<file path="config.mk">
export PLATFORM = sky130hd
export DESIGN_NAME = regread_port_arbiter
export DESIGN_NICKNAME = d
export VERILOG_FILES = /design/src/rtl/regread_port_arbiter_pkg.sv /design/src/rtl/regread_port_arbiter_rr_arb2.sv /design/src/rtl/regread_port_arbiter.sv
export SDC_FILE = /design/constraint.sdc
export NUM_CORES = 1
export LEC_CHECK = 0
export BUFFER_PORTS_ARGS = -buffer_cell sky130_fd_sc_hd__clkbuf_2
export CAP_MARGIN = 20
export CORE_MARGIN = 4
export CORE_UTILIZATION = 47
export CTS_CLUSTER_DIAMETER = 150
export CTS_CLUSTER_SIZE = 8
export DETAILED_ROUTE_END_ITERATION = 8
export GPL_TIMING_DRIVEN = 0
export MAX_ROUTING_LAYER = met4
export PLACE_DENSITY_LB_ADDON = 0.15
export SETUP_SLACK_MARGIN = 0.02
export SYNTH_ARGS = -nofsm -noshare
export SYNTH_HDL_FRONTEND = slang
export SYNTH_SLANG_ARGS = --single-unit
</file>
<file path="constraint.sdc">
create_clock -name clk -period 2.2 [get_ports clk]
set_input_delay 0.22 -clock clk [delete_from_list [all_inputs] [get_ports clk]]
set_output_delay 0.22 -clock clk [all_outputs]
set_load 0.01 [all_outputs]
</file>
<file path="src/rtl/regread_port_arbiter_pkg.sv">
// Shared constants and types for the register-file read-port arbiter.
package regread_port_arbiter_pkg;

  localparam logic REQ_BR  = 1'b0;
  localparam logic REQ_ALU = 1'b1;

  localparam int DEF_W = 5;
  localparam int DEF_D = 32;

  typedef struct packed {
    logic valid;
    logic id;
  } resp_tag_t;

endpackage

</file>
<file path="src/rtl/regread_port_arbiter_rr_arb2.sv">
// Two-way grant logic: round-robin on last_grant, or fixed requester-0 priority.
module rr_arb2
  import regread_port_arbiter_pkg::*;
(
  input  logic       valid0,
  input  logic       valid1,
  input  logic       last_grant,
  input  logic       prio_mode,
  output logic [1:0] grant
);

  always_comb begin
    grant = 2'b00;
    if (valid0 && valid1) begin
      if (prio_mode || last_grant == REQ_ALU) grant = 2'b01;
      else                                    grant = 2'b10;
    end else if (valid0) begin
      grant = 2'b01;
    end else if (valid1) begin
      grant = 2'b10;
    end
  end

endmodule

</file>
<file path="src/rtl/regread_port_arbiter.sv">
// Shares one register-file read port between the branch unit and ALU operand fetch.
// Build option BRANCH_PRIORITY_EN: requester 0 wins every conflict (default: round-robin).
module regread_port_arbiter
  import regread_port_arbiter_pkg::*;
#(
  parameter int W     = DEF_W,
  parameter int D     = DEF_D,
  parameter int CNT_W = 16
) (
  input  logic             clk,
  input  logic             rst_n,
  input  logic             req0_valid,
  input  logic [W-1:0]     req0_addr,
  output logic             req0_ready,
  input  logic             req1_valid,
  input  logic [W-1:0]     req1_addr,
  output logic             req1_ready,
  output logic             rf_ren,
  output logic [W-1:0]     rf_raddr,
  input  logic [D-1:0]     rf_rdata,
  output logic             resp0_valid,
  output logic             resp1_valid,
  output logic [D-1:0]     resp_data,
  input  logic             cnt_clr,
  output logic [CNT_W-1:0] conflict_cnt
);

`ifdef BRANCH_PRIORITY_EN
  localparam logic PRIO_MODE = 1'b1;
`else
  localparam logic PRIO_MODE = 1'b0;
`endif

  localparam logic [CNT_W-1:0] CNT_MAX = {CNT_W{1'b1}};

  logic       last_grant;
  logic [1:0] arb_grant;
  logic [1:0] grant;
  logic       grant_any;
  resp_tag_t  s1_tag;

  rr_arb2 u_arb (
    .valid0     (req0_valid),
    .valid1     (req1_valid),
    .last_grant (last_grant),
    .prio_mode  (PRIO_MODE),
    .grant      (arb_grant)
  );

  // No grants escape while reset is held, so every output reads 0 in reset.
  assign grant     = rst_n ? arb_grant : 2'b00;
  assign grant_any = grant[0] | grant[1];

  always_comb begin
    req0_ready = grant[0];
    req1_ready = grant[1];
    rf_ren     = grant_any;
    rf_raddr   = '0;
    if (grant[0])      rf_raddr = req0_addr;
    else if (grant[1]) rf_raddr = req1_addr;
  end

  always_ff @(posedge clk or negedge rst_n) begin
    if (!rst_n) begin
      last_grant <= REQ_ALU;
    end else if (grant_any) begin
      last_grant <= grant[1];
    end
  end

  // Stage 1 tags the grant; stage 2 captures rf_rdata, which arrives one cycle later.
  always_ff @(posedge clk or negedge rst_n) begin
    if (!rst_n) begin
      s1_tag      <= '0;
      resp0_valid <= 1'b0;
      resp1_valid <= 1'b0;
      resp_data   <= '0;
    end else begin
      s1_tag.valid <= grant_any;
      s1_tag.id    <= grant[1];
      resp0_valid  <= s1_tag.valid && (s1_tag.id == REQ_BR);
      resp1_valid  <= s1_tag.valid && (s1_tag.id == REQ_ALU);
      if (s1_tag.valid) resp_data <= rf_rdata;
    end
  end

  always_ff @(posedge clk or negedge rst_n) begin
    if (!rst_n) begin
      conflict_cnt <= '0;
    end else if (cnt_clr) begin
      conflict_cnt <= '0;
    end else if (req0_valid && req1_valid && conflict_cnt != CNT_MAX) begin
      conflict_cnt <= conflict_cnt + 1'b1;
    end
  end

endmodule

</file>
# == After elaboration in Yosys (flattened, before gate mapping) ==
# Index checks and enable logic that the tools add are counted.
# classes
n_addsub,1
n_reduce_logical,5
eq_ne,1
n_bitwise,2
mux,9
# op_table
operator,n
$mux W16,2
$add A16 B1 Y16 const B,1
$ne A16 B16 Y1 const B,1
$mux W2,5
$mux W5,2
$logic_and A1 B1 Y1,4
$reduce_bool A2 Y1,1
$not A1 Y1,1
$or A1 B1 Y1,1
# totals
word_cells,25
input_bits,47
ff_bits,53
output_inout_bits,58

# == Longest topological paths before layout ==
# logic_depth
depth_word,6
ltp_mapped,5
mapped_depth_nobuf,5

# == Cells and area by module ==
# Synthesis repeated with hierarchy kept, for this count alone.
# unflattened
cells_unflattened,184
area_unflattened_um2,2369.8
# by_module_without_submodules
mod,n_inst,cells_each,area_each_um2,seq_area_each_um2
regread_port_arbiter,1,180,2347.3,1327.5
rr_arb2,1,4,22.5,0.0

# == Least setup slack after synthesis ==
# Ideal clock, no wire load.
# synth_path
path_type,reg2reg
startpoint,reg conflict_cnt[0]
endpoint,reg conflict_cnt[9]
t_arrival_ps,1696
path_slack_ps,379
stages_incl_launch_ff,6
synth_period_minus_slack_ps,1821
cell_sequence,dfrtp_1 -> ha_1 -> inv_1 -> or4_1 -> nand4_1 -> mux2_2
# synth_via
elab_chain_len,3
word_cells_on_any_way,6
# synth_lines
item,line_no,text
start: declaration,regread_port_arbiter.sv:25,output logic [CNT_W-1:0] conflict_cnt
start signal: assignment,regread_port_arbiter.sv:93,conflict_cnt <= conflict_cnt + 1'b1;
$add A16 B1 Y16 or $ne A16 B16 Y1 (tied branches),"regread_port_arbiter.sv:93, regread_port_arbiter.sv:92",
$mux W16 or $logic_and A1 B1 Y1 (tied branches),regread_port_arbiter.sv:92,end else if (req0_valid && req1_valid && conflict_cnt != CNT_MAX) begin
$mux W16 or $reduce_bool A2 Y1 (tied branches),-,
# Parallel ways exist; a longest one is shown, timed or not. The select of a mux whose other input is x is not followed.
# A chain may end at the register's enable or synchronous reset.

# == Worst setup path after layout ==
# layout_path
startpoint,in rst_n
endpoint,out rf_raddr[0]
# layout_via
elab_chain_len,3
# layout_lines
item,line_no,text
start: declaration,regread_port_arbiter.sv:11,"input logic rst_n,"
$mux W2 *,regread_port_arbiter.sv:51,assign grant = rst_n ? arb_grant : 2'b00;
$mux W5,regread_port_arbiter.sv:60,else if (grant[1]) rf_raddr = req1_addr;
$mux W5 *,regread_port_arbiter.sv:59,if (grant[0]) rf_raddr = req0_addr;
end: declaration,regread_port_arbiter.sv:19,"output logic [W-1:0] rf_raddr,"
# Mark *: on every way between the ends. The rest lies on a longest branch, timed or not.

==> reports/metrics.yaml <==
route:
  route.detailed.wl_per_inst_um: 14.4
  route.detailed.drc: 0
  drt_iter0_markers: 81
  route.detailed.vias_per_inst: 5.03
  detail-route-antenna-nets: 0
  dr_total_vias: 1882
  drt_pass1_iterations: 4
  drt-total-wl_mm: 5.39
final_layout:
  fillCellCount: 407
  layout-drive-gt1-share_pct: 49.8
  nets: 355
  most_common_library_cell_in_the_layout_ignoring_fill_and_taps: "clkbuf_2"
  area_delta_synth_final_pct: 33.1
  final_util_pct: 65.3
  number_of_antenna_cells_inserted: 0
  fin_area_um2: 3110
  top_library_cells_by_usage_in_the_layout_fill_and_taps_aside: "clkbuf_2 (104), dfrtp_1 (52), mux2_2 (35), nor2_1 (12), a21oi_1 (9)"
place:
  place_hpwl_mm: 4.12
  port_buffers: 104
  routability_congestion: 0.798
  placedInstanceArea_um2: 2960
  place_ws_ps: 22.8
cts:
  cts_inserted_buffers: 5
  cts_tree: "built"
  clk_transition_reported_paths_ps: 90
  post_cts.repair.setup_buffers: 0
  clock_path_buffers: 2
  worst_skew_pair.late_latency_ps: 300
  cts-root-buf: "clkbuf_8"
  cts.sinks: 53
  cts-htree-levels: 2
synthesis:
  post_synth_and_or_nand_nor_area_fraction_pct: 14.3
  synth_cells: 192
  synthesized_area_divided_by_synthesized_cell_count_um2: 12.2
  synthesis.nets: 240
  ys_ff_latch: 53
  synth_flop_cell: "dfrtp_1"
  mapped_cell_area_um2: 2330
  netlist-cell-type-count: 34
  yosysWarnings: 0
  synth_top_family_by_area: "multiplexers"
  synth_edf_count: 0
  yosys.area_share.adder_pct: 0.536
  synth.top_cells.by_area: "dfrtp_1 (56%), mux2_2 (17%), a21oi_1 (2.1%), nor2_1 (1.9%), a22o_1 (1.9%)"
  synth_xor_area_share_pct: 0
  synth-async-reset-ratio_pct: 100
  synth_top_area_cell: "dfrtp_1"
  synth.area.mux_share_pct: 17.7
  synth_compound_area_share_pct: 8.84
  synth_sequential_area_ratio_pct: 56.9
  post-synth-top-area-fraction_pct: 55.7
global_route:
  grt_util_met2_pct: 30.7
  globalRoute.totalOverflow: 0
  grt_first_pass_wirelength_mm: 9.08
  globalRouteTotalUtil_pct: 19.2
  use_met3_pct: 3.90
  initial_antenna_violation_count: 0
  global_route.peak_usage_layer: "met2"
  grt_pass1_vias: 1891
  grt_start_max_net_pins: 33
  met1_usage_pct: 24.9
floorplan:
  io_pins: 105
  fp.dieW_um: 78.5
  dieHeight_um: 78.5
  core-area_um2: 4750
  fp.dieArea_um2: 6160
  floorplan.initialDensity_pct: 49.1
  fp-row-count: 25
outcome:
  outcome: "completed"
setup_path:
  cp_max_fo: 6
  criticalPathCategory: "input pin to output port"
  timing.critical_path.to_type: "output port"
  required_ps: 1980
  crit_path_start_kind: "input pin"
  critical_path_arrival_ps: 1760
sta:
  timing_hold_violations_final: 0
  rsz0062_at_grt: "no"
  tightest_slew_ps: 904
  hold-worst-slack_ps: 149
  period_share_pct: 89.8
  fmax_mhz: 506
  max_slew_violation_total_from_the_final_report: 0
  finClkSkew_ps: 6.12
  slew_headroom_pct: 39.5
  setup_viol_count_final: 0
  setup_ws_ps: 224
  finalCriticalPeriod_ps: 1980
hold_path:
  hold_path.class: "input pin to register"
pwr:
  power.ir.vdd_worst_mv: 0.282
  power.density_nw_per_um2: 672
  p_total_mw: 2.09
  cellLeakagePower_nw: 1.48
job:
  max_cap_violations: 0
[synth_stat cells (all sizes together) (2+ instances only)]
cell type,n
and4,3
nand3,4
a311oi,2
or3,3
a31oi,2
nor2b,5
clkbuf,6
nand2b,2
a21oi,10
inv,4
dfrtp,52
a22o,5
o21ai,5
nand2,8
nand4,6
mux2,35
o31ai,2
nor3,8
mux2i,2
nor2,12
nor4,4
or4,3
[critical path, cell delays in order]
cell and delay (ps):
dlygate4sd3_1 530, clkbuf_2 140, buf_12 120, nand2_1 70, a21oi_1 350, a22o_1 200, clkbuf_2 130
[metrics by stage]
step / setup TNS, ps / std cells
floorplan: 0 / 192
global placement: -1780 / 363
detailed placement: 0 / 364
CTS: 0 / 374
global route: 0 / 374
finish: 0 / 374
[report_power, final]
| part | leakage [nW] | total (mW) | internal, mW | switching, mW |
|---|---|---|---|---|
| Clock | 0.0540 | 0.621 | 0.331 | 0.291 |
| Combinational | 0.762 | 0.358 | 0.185 | 0.174 |
| Sequential | 0.660 | 1.11 | 1.06 | 0.0449 |
[flip-flops by register name (all words and copies together) (netlist names)]
name and count:
resp1_valid 1, last_grant 1, conflict_cnt 16, resp0_valid 1, resp_data 32, s1_tag 2
[layout make-up]
cell class,count,area (µm²),share of cell area (%)
Timing Repair Buffer,108,581,18.7
Buffer,7,26.3,0.846
Clock inverter,2,35.0,1.13
Multi-Input combinational cell,128,970,31.2
Clock buffer,5,68.8,2.22
Inverter,4,15.0,0.483
Tap cell,67,83.8,2.70
Sequential cell,53,1330,42.7
[path summary, 6_finish.rpt]
| path | startpoint | end | slack (ps) | depth (start not counted) |
|---|---|---|---|---|
| worst max-delay path | rst_n | rf_raddr[0] | 220 | 7 |
| worst min-delay path | rf_rdata[8] | resp_data[8]$_DFFE_PN0P_ | 150 | 2 |
| worst max register to register | conflict_cnt[0]$_DFFE_PN0P_ | conflict_cnt[9]$_DFFE_PN0P_ | 240 | 5 |
| worst min register to register | s1_tag[0]$_DFF_PN0_ | resp0_valid$_DFF_PN0_ | 420 | 1 |
| max in group asynchronous | rst_n | conflict_cnt[5]$_DFFE_PN0P_ | 460 | 3 |
| min in group asynchronous | rst_n | resp_data[28]$_DFFE_PN0P_ | 540 | 4 |
[cells by family (layout without fill, tap and decap cells)]
family | after synthesis | after routing
compound gates | 31 | 31
fa+ha+maj | 1 | 1
buf+inv | 11 | 126
flops | 53 | 53
mux | 37 | 37
simple gates | 59 | 59
[metal layers]
layer  part of all wire, %  wire length, µm
met1                    45             2400
met2                    49             2650
met3                   5.2              278
met4                   1.2               63
met5                     0                0
[repair_timing]
action / 4_1_cts / 5_1_grt
hold endpoints to repair: 20 / 0
setup endpoints to repair: 0 / 5
hold buffers: 3 / 0
resized for setup: 0 / 1
No activity file was read; power rests on OpenSTA's default activity.
